==> src/rtl/im_load_ctrl.sv <==
// Boot-time loader for the instruction memory write port; holds the CPU while a program streams in.
// Optional trailing checksum word is enabled by defining IM_LOAD_CHECKSUM_EN.
module im_load_ctrl #(
  parameter int unsigned DEPTH     = 32,
  parameter logic [63:0] BASE_ADDR = 64'd0,
  parameter int unsigned LEN_W     = 6
) (
  input  logic             clk,
  input  logic             rst,
  input  logic             start,
  input  logic [LEN_W-1:0] load_len,
  input  logic             s_valid,
  input  logic [31:0]      s_data,
  output logic             s_ready,
  output logic             im_in_enable,
  output logic [31:0]      im_in,
  output logic [63:0]      im_in_addr,
  output logic             cpu_hold,
  output logic             busy,
  output logic             done,
  output logic             err
);

`ifdef IM_LOAD_CHECKSUM_EN
  typedef enum logic [2:0] {StIdle, StLoad, StCheck, StDone, StErr} state_e;
  logic [31:0] sum_q;
`else
  typedef enum logic [2:0] {StIdle, StLoad, StDone, StErr} state_e;
`endif

  localparam logic [LEN_W-1:0] CntOne = {{(LEN_W-1){1'b0}}, 1'b1};

  state_e           state_q;
  logic [LEN_W-1:0] cnt_q;
  logic [LEN_W-1:0] len_q;
  logic             s_ready_q;
  logic             hs;

  // Reset gates s_ready so no write can slip through during the reset cycle.
  assign s_ready      = s_ready_q & ~rst;
  assign hs           = s_valid & s_ready;
  assign im_in_enable = hs & (state_q == StLoad);
  assign im_in        = im_in_enable ? s_data : 32'd0;
  assign im_in_addr   = BASE_ADDR + 64'({cnt_q, 2'b00});

  always_ff @(posedge clk) begin
    if (rst) begin
      state_q   <= StIdle;
      cnt_q     <= '0;
      len_q     <= '0;
      s_ready_q <= 1'b0;
      cpu_hold  <= 1'b1;
      busy      <= 1'b0;
      done      <= 1'b0;
      err       <= 1'b0;
`ifdef IM_LOAD_CHECKSUM_EN
      sum_q     <= '0;
`endif
    end else begin
      unique case (state_q)
        StIdle, StDone, StErr: begin
          if (start) begin
            cnt_q <= '0;
`ifdef IM_LOAD_CHECKSUM_EN
            sum_q <= '0;
`endif
            if (load_len == '0) begin
              state_q  <= StDone;
              done     <= 1'b1;
              err      <= 1'b0;
              cpu_hold <= 1'b0;
            end else if (32'(load_len) > DEPTH) begin
              state_q  <= StErr;
              done     <= 1'b0;
              err      <= 1'b1;
              cpu_hold <= 1'b1;
            end else begin
              state_q   <= StLoad;
              len_q     <= load_len;
              done      <= 1'b0;
              err       <= 1'b0;
              cpu_hold  <= 1'b1;
              busy      <= 1'b1;
              s_ready_q <= 1'b1;
            end
          end
        end
        StLoad: begin
          if (hs) begin
            cnt_q <= cnt_q + CntOne;
`ifdef IM_LOAD_CHECKSUM_EN
            sum_q <= sum_q + s_data;
            if (cnt_q == len_q - CntOne) begin
              state_q <= StCheck;
            end
`else
            if (cnt_q == len_q - CntOne) begin
              state_q   <= StDone;
              s_ready_q <= 1'b0;
              busy      <= 1'b0;
              done      <= 1'b1;
              cpu_hold  <= 1'b0;
            end
`endif
          end
        end
`ifdef IM_LOAD_CHECKSUM_EN
        StCheck: begin
          if (hs) begin
            s_ready_q <= 1'b0;
            busy      <= 1'b0;
            if (s_data == sum_q) begin
              state_q  <= StDone;
              done     <= 1'b1;
              cpu_hold <= 1'b0;
            end else begin
              state_q <= StErr;
              err     <= 1'b1;
            end
          end
        end
`endif
        default: state_q <= StIdle;
      endcase
    end
  end

endmodule

==> config.mk <==
export PLATFORM = sky130hd
export DESIGN_NAME = im_load_ctrl
export DESIGN_NICKNAME = d
export VERILOG_FILES = /design/src/rtl/im_load_ctrl.sv
export SDC_FILE = /design/constraint.sdc
export NUM_CORES = 1
export LEC_CHECK = 0
export CAP_MARGIN = 0
export CORE_MARGIN = 2
export CORE_UTILIZATION = 32
export CTS_BUF_LIST = sky130_fd_sc_hd__clkbuf_4
export CTS_CLUSTER_SIZE = 16
export DETAILED_ROUTE_END_ITERATION = 8
export PLACE_DENSITY = 0.89
export REMOVE_ABC_BUFFERS = 1
export SKIP_CTS_REPAIR_TIMING = 1
export SKIP_LAST_GASP = 1
export SYNTH_ARGS = -nofsm -noshare
export SYNTH_HDL_FRONTEND = slang
export SYNTH_SLANG_ARGS = --single-unit
export TNS_END_PERCENT = 10
==> constraint.sdc <==
create_clock -name clk -period 3.3 [get_ports clk]
set_clock_uncertainty 0.05 [all_clocks]
set_input_delay 0.99 -clock clk [delete_from_list [all_inputs] [get_ports clk]]
set_output_delay 0.99 -clock clk [all_outputs]
set_load 0.02 [all_outputs]
==> results of run 1 <==
==> synthesized netlist by cell type (2+ instances only) <==
| library cell | instances | area, µm² |
|---|---|---|
| o31a_1 | 2 | 17.5 |
| nand3_1 | 4 | 20.0 |
| nand2b_1 | 2 | 12.5 |
| nand2_1 | 7 | 26.3 |
| nor3_1 | 7 | 35.0 |
| a21oi_1 | 3 | 15.0 |
| clkbuf_1 | 6 | 22.5 |
| buf_4 | 58 | 435 |
| nand4_1 | 2 | 12.5 |
| mux2i_1 | 6 | 60.1 |
| and2_1 | 34 | 213 |
| nor2_1 | 11 | 41.3 |
| inv_1 | 2 | 7.51 |
| a31oi_1 | 2 | 12.5 |
| xor2_1 | 6 | 52.6 |
| xnor2_1 | 6 | 52.6 |
| o21ai_1 | 3 | 15.0 |
| dfxtp_1 | 18 | 360 |
| nand3b_1 | 2 | 15.0 |
| ha_1 | 2 | 25.0 |
==> power by group through the flow <==
stage,Clock (mW),Sequential [mW],Combinational [mW]
6_report,0.111,0.237,0.196
5_1_grt,0.126,0.239,0.212
4_1_cts,0.115,0.237,0.195
3_5_place_dp,0,0.242,0.194
3_3_place_gp,0,0.242,0.191
2_1_floorplan,0,0.246,0.110
==> registers in the layout (all words and copies together) (netlist names) <==
signal and cells:
cnt_q 6, cpu_hold 1, done 1, err 1, len_q 6, s_ready_q 1
state_q 2
==> worst min path at each step <==
stage | startpoint | endpoint | slack (ps)
2_1_floorplan | state_q[1] | state_q[1] | 420
3_5_place_dp | cpu_hold | cpu_hold | 400
6_report | cpu_hold | cpu_hold | 410
3_3_place_gp | cpu_hold | cpu_hold | 400
5_1_grt | cpu_hold | cpu_hold | 430
4_1_cts | cpu_hold | cpu_hold | 420
==> stage by stage <==
stage	utilization	hold WS, ps	area, µm²	TNS (ps)
global route	0.518	432	2450	-1.35
floorplan	-	417	1320	0
detailed placement	0.488	399	2310	-13170
CTS	0.494	419	2330	-13220
global placement	0.488	397	2310	-12600
finish	0.518	414	2450	0
==> critical path: cells and delay by family <==
kind | cells | cell delay (ps)
buffers and inverters | 4 | 970
and+or+nand+nor | 2 | 230
==> cell type report <==
type | instances | area share
clock buffers | 3 | 0.00921
clock inverters | 1 | 0.00153
inverters | 3 | 0.00563
multi-input cells | 169 | 0.388
flip-flops and latches | 18 | 0.147
well taps | 67 | 0.0343
repair buffers | 92 | 0.414
==> cells by family (layout without fill, tap and decap cells) <==
kind of cell	count (synthesis)	after routing	share of synthesized area
compound gates	16	16	0.0731
mux	6	6	0.0381
buf+inv	69	99	0.308
xor+xnor	12	12	0.0667
other cells	1	58	0.00238
simple gates	75	75	0.267
flops	18	18	0.229
fa+ha+maj	2	2	0.0159
==> routing by layer <==
| layer | wire length [µm] | vias to the layer above |
|---|---|---|
| met5 | 0 | - |
| met4 | 19 | 0 |
| met3 | 384 | 2 |
| met2 | 2160 | 75 |
| met1 | 1460 | 650 |
| li1 | - | 704 |
==> run_results.csv, run 1 <==
group,metric,value,unit
routing,detail_route.wl_per_cell,11.4,µm
power,powerDensity,222,nW/µm²
power,ir_drop,214,µV
outcome,status,"complete, no violations",
global_routing,grt_pass1_vias,1186,
layout,num_antenna_cells,0,
critical_path,worst-setup-path-type,"input pin to primary output",
synth,syn_area_per_cell,7.92,µm²
synth,ys_warn_count,0,
critical_path,timing.rr.start,"state_q[1]",
synth,synth_edf_count,0,
power,clock_power_share,0.203,
global_routing,track_usage,0.123,
layout,stdcell_count,353,
power,intPower,0.355,mW
global_routing,grt_max_degree,28,
sta,setup_violations,0,
sta,hold_viol_final,0,
critical_path,cpMaxStageDelayCell,"clkdlybuf4s50_1",
power,leakagePower,1.60,nW
critical_path,cp-start-kind,"input pin",
sta,fin_ws,72.9,ps
critical_path,r2r-end,"len_q[1]",
layout,final_cell_mix,"58 x conb_1, 51 x clkdlybuf4s50_1, 34 x and2_1",
synth,syn_inst,199,
clock_tree,clk_pin_slew,100,ps
global_routing,grt_pass1_wl,5.41,mm
routing,route.vias.total,1431,
global_routing,grt_busiest_layer,"met2",
worst_hold_path,hold_class,"flop to flop",
routing,drtIter0Drc,23,
placement,routabilityCongestion,0.758,
power,p_sw,0.189,mW
placement,dp_hpwl,3.17,mm
critical_path,crit_fanout,9,
synth,ys_seq_area_frac,0.229,
critical_path,worstSetupEndpoint,"im_in[26]",
power,p_total,0.544,mW
global_routing,grt_use_met1,0.141,
layout,final_nets,331,
global_routing,use_met3,0.0257,
floorplan,core-area,4720,µm²
critical_path,regToRegSetupSlack,1490,ps
layout,fill_cells,433,
floorplan,die-width,74.2,µm
power,p_sw_frac,0.348,
synth,ys_ff_latch,18,
routing,drc,0,
clock_tree,root_buffer,"clkbuf_4",
power,seq_power_share,0.436,
critical_path,cp_data_arrival_time,2190,ps
floorplan,die-area,5500,µm²
synth,synthesis.area,1580,µm²
global_routing,grt_remaining_overflow,0,
clock_tree,clock_latency,290,ps
critical_path,cp.required,2260,ps
synth,ys_types,36,
run,maxCapViolations,0,
clock_tree,cts.sinks,18,
global_routing,use_met2,0.232,
clock_tree,cts_tree,"done",
routing,drtAntennaViolNets,0,
sta,max_freq,0.310,GHz
floorplan,ios,144,
floorplan,die_h,74.2,µm
routing,totalWireLength,4.03,mm
global_routing,antenna_found_initial,0,
routing,dr.pass1.iters,4,
sta,drv_slew,0,
placement,dp_slack,-424,ps
layout,multi_input_comb_area,948,µm²
layout,final_common_cell,"conb_1",
placement,dp_cells,348,
power,p_comb_frac,0.361,
critical_path,worstPathCellList,"clkdlybuf4s50_1, nand3_2, inv_4, buf_4, and2_1, dlymetal6s2s_1",
placement,io_buffers,85,
routing,routed_via_density,4.05,
clock_tree,numCtsBuffers,3,
critical_path,slowest_delay,470,ps
sta,fin_crit_sh,0.978,
critical_path,r2r_cells,5,
critical_path,setup.worst_path.start,"s_valid",
layout,area_growth,55.3,%
sta,min_period,3230,ps
layout,drive_gt1_frac,0.0629,
synth,async_reset_ff_frac,0,
synth,synthFlopType,"dfxtp_1",
worst_hold_path,min_path_cells,2,
clock_tree,cts_buffer_depth,2,
critical_path,endpoint_kind,"primary output",
clock_tree,cts.htree.levels,1,
floorplan,fp-row-count,25,
floorplan,initial_core_util,0.334,
layout,area.sequential,360,µm²
Note: power is estimated with default switching activity, not from simulation.
==> run 2, diff against run 1 <==
- CORE_ASPECT_RATIO: not set -> 0.9
- HOLD_SLACK_MARGIN: not set -> 0.08
==> run 2 against run 1 <==
  * Core utilization decreased by 0.75 points
  * Via count rose by 1.6%
  * Cell count fell by 0.28%
  * Sequential power about the same
  * Global-route usage is 0.82 points higher
==> run_results.csv, run 2 (same netlist as run 1, synthesis figures left out) <==
group,metric,value,unit
outcome,status,"complete, no violations",
layout,top_regs,"cnt_q x6, len_q x6, state_q x2",
clock_tree,cts_buffer_depth,2,
clock_tree,root_buffer,"clkbuf_4",
power,ir_drop,226,µV
critical_path,regToRegSetupSlack,1440,ps
routing,route.vias.total,1454,
sta,drv_slew,0,
sta,holdWs,422,ps
worst_hold_path,hold_class,"flop to flop",
layout,fill_cells,457,
floorplan,die-width,78.0,µm
worst_hold_path,hp-start,"cpu_hold",
sta,setup_violations,0,
layout,drive_gt1_frac,0.0732,
sta,fin_crit_sh,0.978,
clock_tree,cts.htree.levels,1,
global_routing,grt_pass1_wl,6.04,mm
clock_tree,cts_tree,"done",
routing,drtIter0Drc,17,
layout,area.sequential,360,µm²
sta,max_freq,0.310,GHz
global_routing,antenna_found_initial,0,
global_routing,grt_remaining_overflow,0,
clock_tree,clk_pin_slew,110,ps
critical_path,crit_fanout,7,
global_routing,grt_max_degree,28,
power,leakagePower,1.59,nW
critical_path,r2r-end,"state_q[0]",
floorplan,fp-row-count,24,
global_routing,grt_pass1_vias,1312,
clock_tree,clock_latency,310,ps
critical_path,worst-setup-path-type,"input pin to primary output",
layout,final_cell_mix,"58 x conb_1, 51 x clkdlybuf4s50_1, 33 x and2_1",
placement,io_buffers,85,
sta,setup-tns-final,0,ps
sta,hold_viol_final,0,
worst_hold_path,hold_end,"cpu_hold",
floorplan,die_h,70.6,µm
routing,totalWireLength,4.17,mm
clock_tree,cts.sinks,18,
sta,min_period,3230,ps
critical_path,cp-start-kind,"input pin",
floorplan,die-area,5500,µm²
placement,dp_hpwl,3.06,mm
critical_path,endpoint_kind,"primary output",
layout,final_nets,332,
floorplan,core-area,4800,µm²
critical_path,r2r_cells,9,
layout,area_growth,55.7,%
worst_hold_path,min_path_cells,2,
critical_path,timing.rr.start,"s_ready_q",
routing,detail_route.wl_per_cell,11.8,µm
routing,routed_via_density,4.13,
clock_tree,numCtsBuffers,3,
floorplan,ios,144,
floorplan,initial_core_util,0.328,
layout,final_common_cell,"conb_1",
global_routing,track_usage,0.131,
routing,drc,0,
layout,multi_input_comb_area,951,µm²
routing,drtAntennaViolNets,0,
critical_path,cp.required,2260,ps
run,maxCapViolations,0,
routing,dr.pass1.iters,4,
placement,routabilityCongestion,0.772,
critical_path,cp_data_arrival_time,2190,ps
layout,num_antenna_cells,0,
power,powerDensity,225,nW/µm²
==> run 2: through the flow <==
stage	power, mW	worst slack (ps)	util	area, µm²	instances
2_1_floorplan	0.356	170	-	1320	190
3_5_place_dp	0.436	-418	0.481	2310	347
3_3_place_gp	0.433	-392	0.481	2310	347
6_report	0.553	73.5	0.510	2450	352
4_1_cts	0.554	-418	0.487	2340	351
5_1_grt	0.584	-29.6	0.510	2450	352
==> run 2: how the worst max path moves through the flow <==
stage | from | slack (ps) | to | cells after the start
after global placement | rst | -390 | im_in[21] | 7
after floorplan | rst | 170 | im_in[0] | 4
final | s_valid | 70 | im_in[23] | 6
after global routing | s_valid | -30 | im_in[23] | 6
after detailed placement | rst | -420 | im_in[1] | 7
after CTS | rst | -420 | im_in[1] | 7
==> run 2: final cells by class <==
type | count | share of cell area
timing repair buffer | 93 | 0.416
multi-input combinational | 169 | 0.388
sequential | 18 | 0.147
tap | 65 | 0.0332
clock buffer | 3 | 0.00918
inverter | 3 | 0.00561
clock inverter | 1 | 0.00153
==> run 2: worst max-delay path, cell delays in order <==
cell and delay, ps:
clkdlybuf4s50_1 470, nand3_2 100, inv_4 100, buf_4 160
and2_1 130, dlymetal6s2s_1 230
==> run 2: per-layer routing <==
metal | wire [µm] | vias up | GRT usage
met5 | 0 | - | 0
met4 | 13 | 0 | 0.0175
met3 | 398 | 2 | 0.0421
met2 | 2180 | 71 | 0.236
met1 | 1570 | 671 | 0.158
li1 | - | 710 | -
==> run 2: power by group <==
part | leakage, nW | total [mW] | switching (mW) | internal (mW)
logic | 1.43 | 0.197 | 0.115 | 0.0829
clock network | 0.0154 | 0.117 | 0.0732 | 0.0442
registers | 0.147 | 0.238 | 0.00961 | 0.228
total | 1.59 | 0.553 | 0.197 | 0.355
==> run 3, diff against run 2 <==
- CORE_UTILIZATION: 32 -> 40
- DONT_BUFFER_PORTS: not set -> 1
- PLACE_DENSITY: 0.89 -> 0.6
==> run 3 against run 2 <==
  * Sequential power grew 2%
  * Via count shrank 28%
  * Combinational power shrank 39%
  * Critical path type unchanged
  * Largest power group unchanged
  * Highest routed layer unchanged
==> run_results.csv, run 3 (same netlist as run 1, synthesis figures left out) <==
group,metric,value,unit
outcome,status,"complete, no violations",
critical_path,cpLargestDelayFamily,"simple AND/OR/NAND/NOR gates",
power,clock_power_share,0.235,
sta,worst_pin_slew,691,ps
global_routing,use_met2,0.177,
placement,placed_cell_area,1390,µm²
critical_path,cp.required,2260,ps
critical_path,critical_path_buf_inv_count,1,
floorplan,core-area,3760,µm²
global_routing,grt_pass1_vias,835,
layout,final_common_cell,"conb_1",
critical_path,cpMaxStageDelayCell,"inv_2",
power,p_sw,0.176,mW
global_routing,use_met3,0.0304,
routing,route.vias.total,1051,
routing,detail_route.wl_per_cell,13.1,µm
floorplan,die_h,63.5,µm
routing,totalWireLength,3.17,mm
worst_hold_path,hold_class,"flop to flop",
critical_path,cp_data_arrival_time,2010,ps
clock_tree,cts.sinks,18,
worst_hold_path,hp-start,"state_q[1]",
critical_path,r2r_cells,6,
power,ir_drop,212,µV
placement,dp_cells,238,
routing,dr.pass1.iters,4,
critical_path,cp-start-kind,"input pin",
global_routing,grt_pass1_wl,4.47,mm
sta,rsz0062_at_grt,"false",
power,p_sw_frac,0.371,
clock_tree,root_buffer,"clkbuf_4",
layout,final_nets,241,
power,intPower,0.299,mW
sta,max_freq,0.328,GHz
placement,dp_hpwl,2.60,mm
routing,drtAntennaViolNets,0,
layout,final_cell_mix,"58 x conb_1, 34 x and2_1, 18 x dfxtp_1",
layout,drive_gt1_frac,0.0561,
critical_path,worstPathCellList,"nor2b_2, nand3_1, inv_2, and2_1",
routing,drtIter0Drc,20,
sta,fin_crit_sh,0.924,
global_routing,grt_use_met1,0.187,
run,maxCapViolations,0,
routing,drc,0,
worst_hold_path,min_path_cells,1,
placement,io_buffers,0,
clock_tree,cts.htree.levels,1,
floorplan,ios,144,
worst_hold_path,hold_end,"state_q[1]",
critical_path,slowest_delay,380,ps
clock_tree,cts_tree,"done",
layout,stdcell_count,242,
placement,routabilityCongestion,0.747,
sta,relSlewSlack,0.538,
sta,min_period,3050,ps
sta,hold_viol_final,0,
layout,fill_cells,402,
layout,top_regs,"cnt_q x6, len_q x6, state_q x2",
global_routing,grt_remaining_overflow,0,
power,powerDensity,337,nW/µm²
sta,drv_slew,0,
clock_tree,numCtsBuffers,3,
critical_path,r2r-end,"state_q[0]",
layout,num_antenna_cells,0,
global_routing,grt_busiest_layer,"met1",
critical_path,crit_cells,4,
critical_path,regToRegSetupSlack,880,ps
power,leakagePower,0.649,nW
critical_path,endpoint_kind,"primary output",
critical_path,crit_fanout,37,
power,seq_power_share,0.512,
floorplan,die-width,70.2,µm
critical_path,worst-setup-path-type,"input pin to primary output",
global_routing,track_usage,0.124,
power,p_comb_frac,0.253,
floorplan,fp-row-count,21,
floorplan,initial_core_util,0.419,
layout,area_growth,-10.2,%
global_routing,antenna_found_initial,0,
layout,postLayoutCellArea,1410,µm²
sta,setup_violations,0,
sta,setup-tns-final,0,ps
critical_path,timing.rr.start,"s_ready_q",
clock_tree,clk_pin_slew,100,ps
clock_tree,cts_buffer_depth,2,
routing,routed_via_density,4.34,
clock_tree,clock_latency,280,ps
floorplan,die-area,4460,µm²
global_routing,grt_max_degree,38,
[run 3: worst register-to-register path: cells and delay by family (launching register included)]
| family | cells | cell delay, ps |
|---|---|---|
| compound gates | 2 | 770 |
| buf+inv | 1 | 380 |
| flops | 1 | 510 |
| simple gates | 3 | 580 |
[run 3: power groups by stage]
stage | sequential [mW] | clock [mW] | combinational, mW
after floorplan | 0.246 | 0 | 0.110
after CTS | 0.244 | 0.113 | 0.120
final | 0.243 | 0.112 | 0.121
after detailed placement | 0.249 | 0 | 0.119
after global placement | 0.249 | 0 | 0.119
after global routing | 0.245 | 0.126 | 0.132
[run 3: worst max path at each step]
stage,from,to,slack (ps)
6_report,rst,im_in[28],250
5_1_grt,rst,im_in[6],110
4_1_cts,rst,im_in[6],270
3_5_place_dp,rst,im_in[6],270
3_3_place_gp,rst,im_in[28],290
2_1_floorplan,rst,im_in[0],170
[run 3: per-stage QoR]
step	power, mW	util	setup slack (ps)	hold slack (ps)
2_1_floorplan	0.356	-	170	417
3_3_place_gp	0.367	0.369	288	432
3_5_place_dp	0.368	0.369	271	437
4_1_cts	0.477	0.376	271	462
5_1_grt	0.503	0.376	111	487
6_report	0.476	0.376	250	462
[run 3: per-layer routing]
layer	routed length, µm	vias to the layer above
met5	0	-
met4	14	0
met3	237	2
met2	1390	56
met1	1530	470
li1	-	523
[run 3: layout make-up]
class,instances,area [µm²],share of cell area
inverters,3,11.3,0.00796
flip-flops and latches,18,360,0.255
repair buffers,2,15.0,0.0106
clock inverters,1,3.75,0.00265
well taps,46,57.6,0.0407
clock buffers,3,22.5,0.0159
multi-input cells,169,943,0.667
==> variant: new RTL, settings of run 2 <==
Reset style: asynchronous (`rst`), changed in one clocked block.
--- a/src/rtl/im_load_ctrl.sv
+++ b/src/rtl/im_load_ctrl.sv
@@ -45,3 +45,3 @@
 
-  always_ff @(posedge clk) begin
+  always_ff @(posedge clk or posedge rst) begin
     if (rst) begin
Behaviour: differs if rst is asserted again (counterexample within 4 cycles, from zero or initial values and one cycle with rst high); with rst held inactive, the same outputs for 10 cycles.
==> variant against run 2 <==
  * Synthesized cell count down 3.5%
  * Setup slack improved by 0.074 ns
  * First-iteration DRC count rose to 2.8 times the old value
  * Final area decreased by 2.7%
  * Sequential cell count did not move
  * Routed wire length increased by 5.3%
  * Utilization down 2.9 points
  * Die area grew 6.0%
  * Area after synthesis increased by 6.4%
Power is not compared: it rests on default switching activity, and its combinational part moved more than twofold at a synthesized area within 25%.
==> variant: results (changes against run 2) <==
- Worst Path Arrival: 2.11 ns (-0.08 ns)
- FFs w/ async S/R, synth: 100% (+100 points)
- Met2 GRT Util: 22.2% (-1.3 points)
- Sink of the worst hold path: s_ready_q$_DFFE_PP0P_
- Synth Area in Adders: 1.49% (-0.095 points)
- Total Routing Usage GR: 13.6% (+0.49 points)
- Hold Path Depth: 1 (-1)
- Pre-CTS setup slack: -0.483 ns (-0.0649 ns)
- Hold Slack: 0.453 ns (+0.0306 ns)
- Worst reg2reg path startpoint: len_q[0]$_DFFE_PP0P_
- Max clock buf depth: 2 (unchanged)
- Via count of the first global-routing pass: 1245 (-5.1%)
- Mean Syn Cell Area: 8.73 um2 (+10%)
- Cell count after placement: 342 (-1.4%)
- Crit path max fanout: 6 (-1)
- Post-synthesis mux area share: 5.38% (+1.6 points)
- Worst reg2reg path depth: 7 (-2)
- Met3 global-route usage: 2.23% (-2.0 points)
- Xor-xnor portion of the synthesized cell area: 3.66% (-3.0 points)
- Yosys warns: 0 (unchanged)
- Initial drt markers: 47 (+30)
- Vias: 1406 (-3.3%)
- Ratio of cells with drive above 1 in the final layout: 21.1% (+14 points)
- Status: finished clean
- Worst Hold Class: register to register
- Non-filler cells in the finished layout: 349 (-0.85%)
- Met1 Use GR: 18.6% (+2.8 points)
- Netlist cell types: 39 (+8.3%)
- Fin nets: 329 (-0.90%)
- Sequential fraction of the synthesis area: 27.0% (+4.1 points)
- First-pass GRT wire length: 6.31 mm (+4.5%)
- Final HPWL DP: 3.59 mm (+17%)
- Post-DP Area: 2420 um2 (+4.6%)
- Worst hold path startpoint: s_ready_q$_DFFE_PP0P_
- R2R setup slack: 1.20 ns (-0.24 ns)
- GP Congestion: 0.812 (+5.3%)
- Worst-path clk slew: ~0.10 ns
- Compound-Gate Fraction of Synth Area: 8.81% (+1.5 points)
- Top cells by area in the synthesized netlist: buf_4 26%, dfrtp_1 25%, and2_1 12%
- Avg WL per Cell: 12.6 um (+6.2%)
- Commonest cells in the netlist: 58 x buf_4, 33 x and2_1, 17 x dfrtp_1
- Worst Setup Slack, final: 0.147 ns (+0.0739 ns)
- Largest net degree at the start of global routing: 26 (-7.1%)
- Main synth FF type: dfrtp_1
- Reg2reg end: state_q[0]$_DFFE_PP0P_
- Number of diodes: 0 (unchanged)
[variant: cell count changes after synthesis, moves of 3 or more]
cell	before	now
o21ai_0	1	5
nor2_1	11	7
nor2b_1	1	4
inv_1	2	5
mux2i_1	6	0
xor2_1	6	3
mux2_4	0	6
clkbuf_1	6	2
dfrtp_1	0	17
nor3_1	7	1
dfxtp_1	18	0
[variant: layout make-up]
class | count | area, um2
fill | 485 | 2570
multi-input combinational | 163 | 970
timing repair buffer | 93 | 831
sequential | 18 | 452
tap | 65 | 81.3
inverter | 6 | 27.5
clock buffer | 3 | 22.5
clock inverter | 1 | 3.75
[variant: where the power goes]
group | leakage [nW] | internal [mW] | switching (mW)
Sequential | 0.221 | 0.303 | 0.0890
Clock | 0.0154 | 0.0442 | 0.0707
Combinational | 1.01 | 0.397 | 0.429
Total | 1.24 | 0.745 | 0.589
[variant: per-layer routing]
layer	up-vias	wire length (um)
li1	693	-
met5	-	0
met1	644	1890
met2	64	2230
met4	0	40
met3	5	235
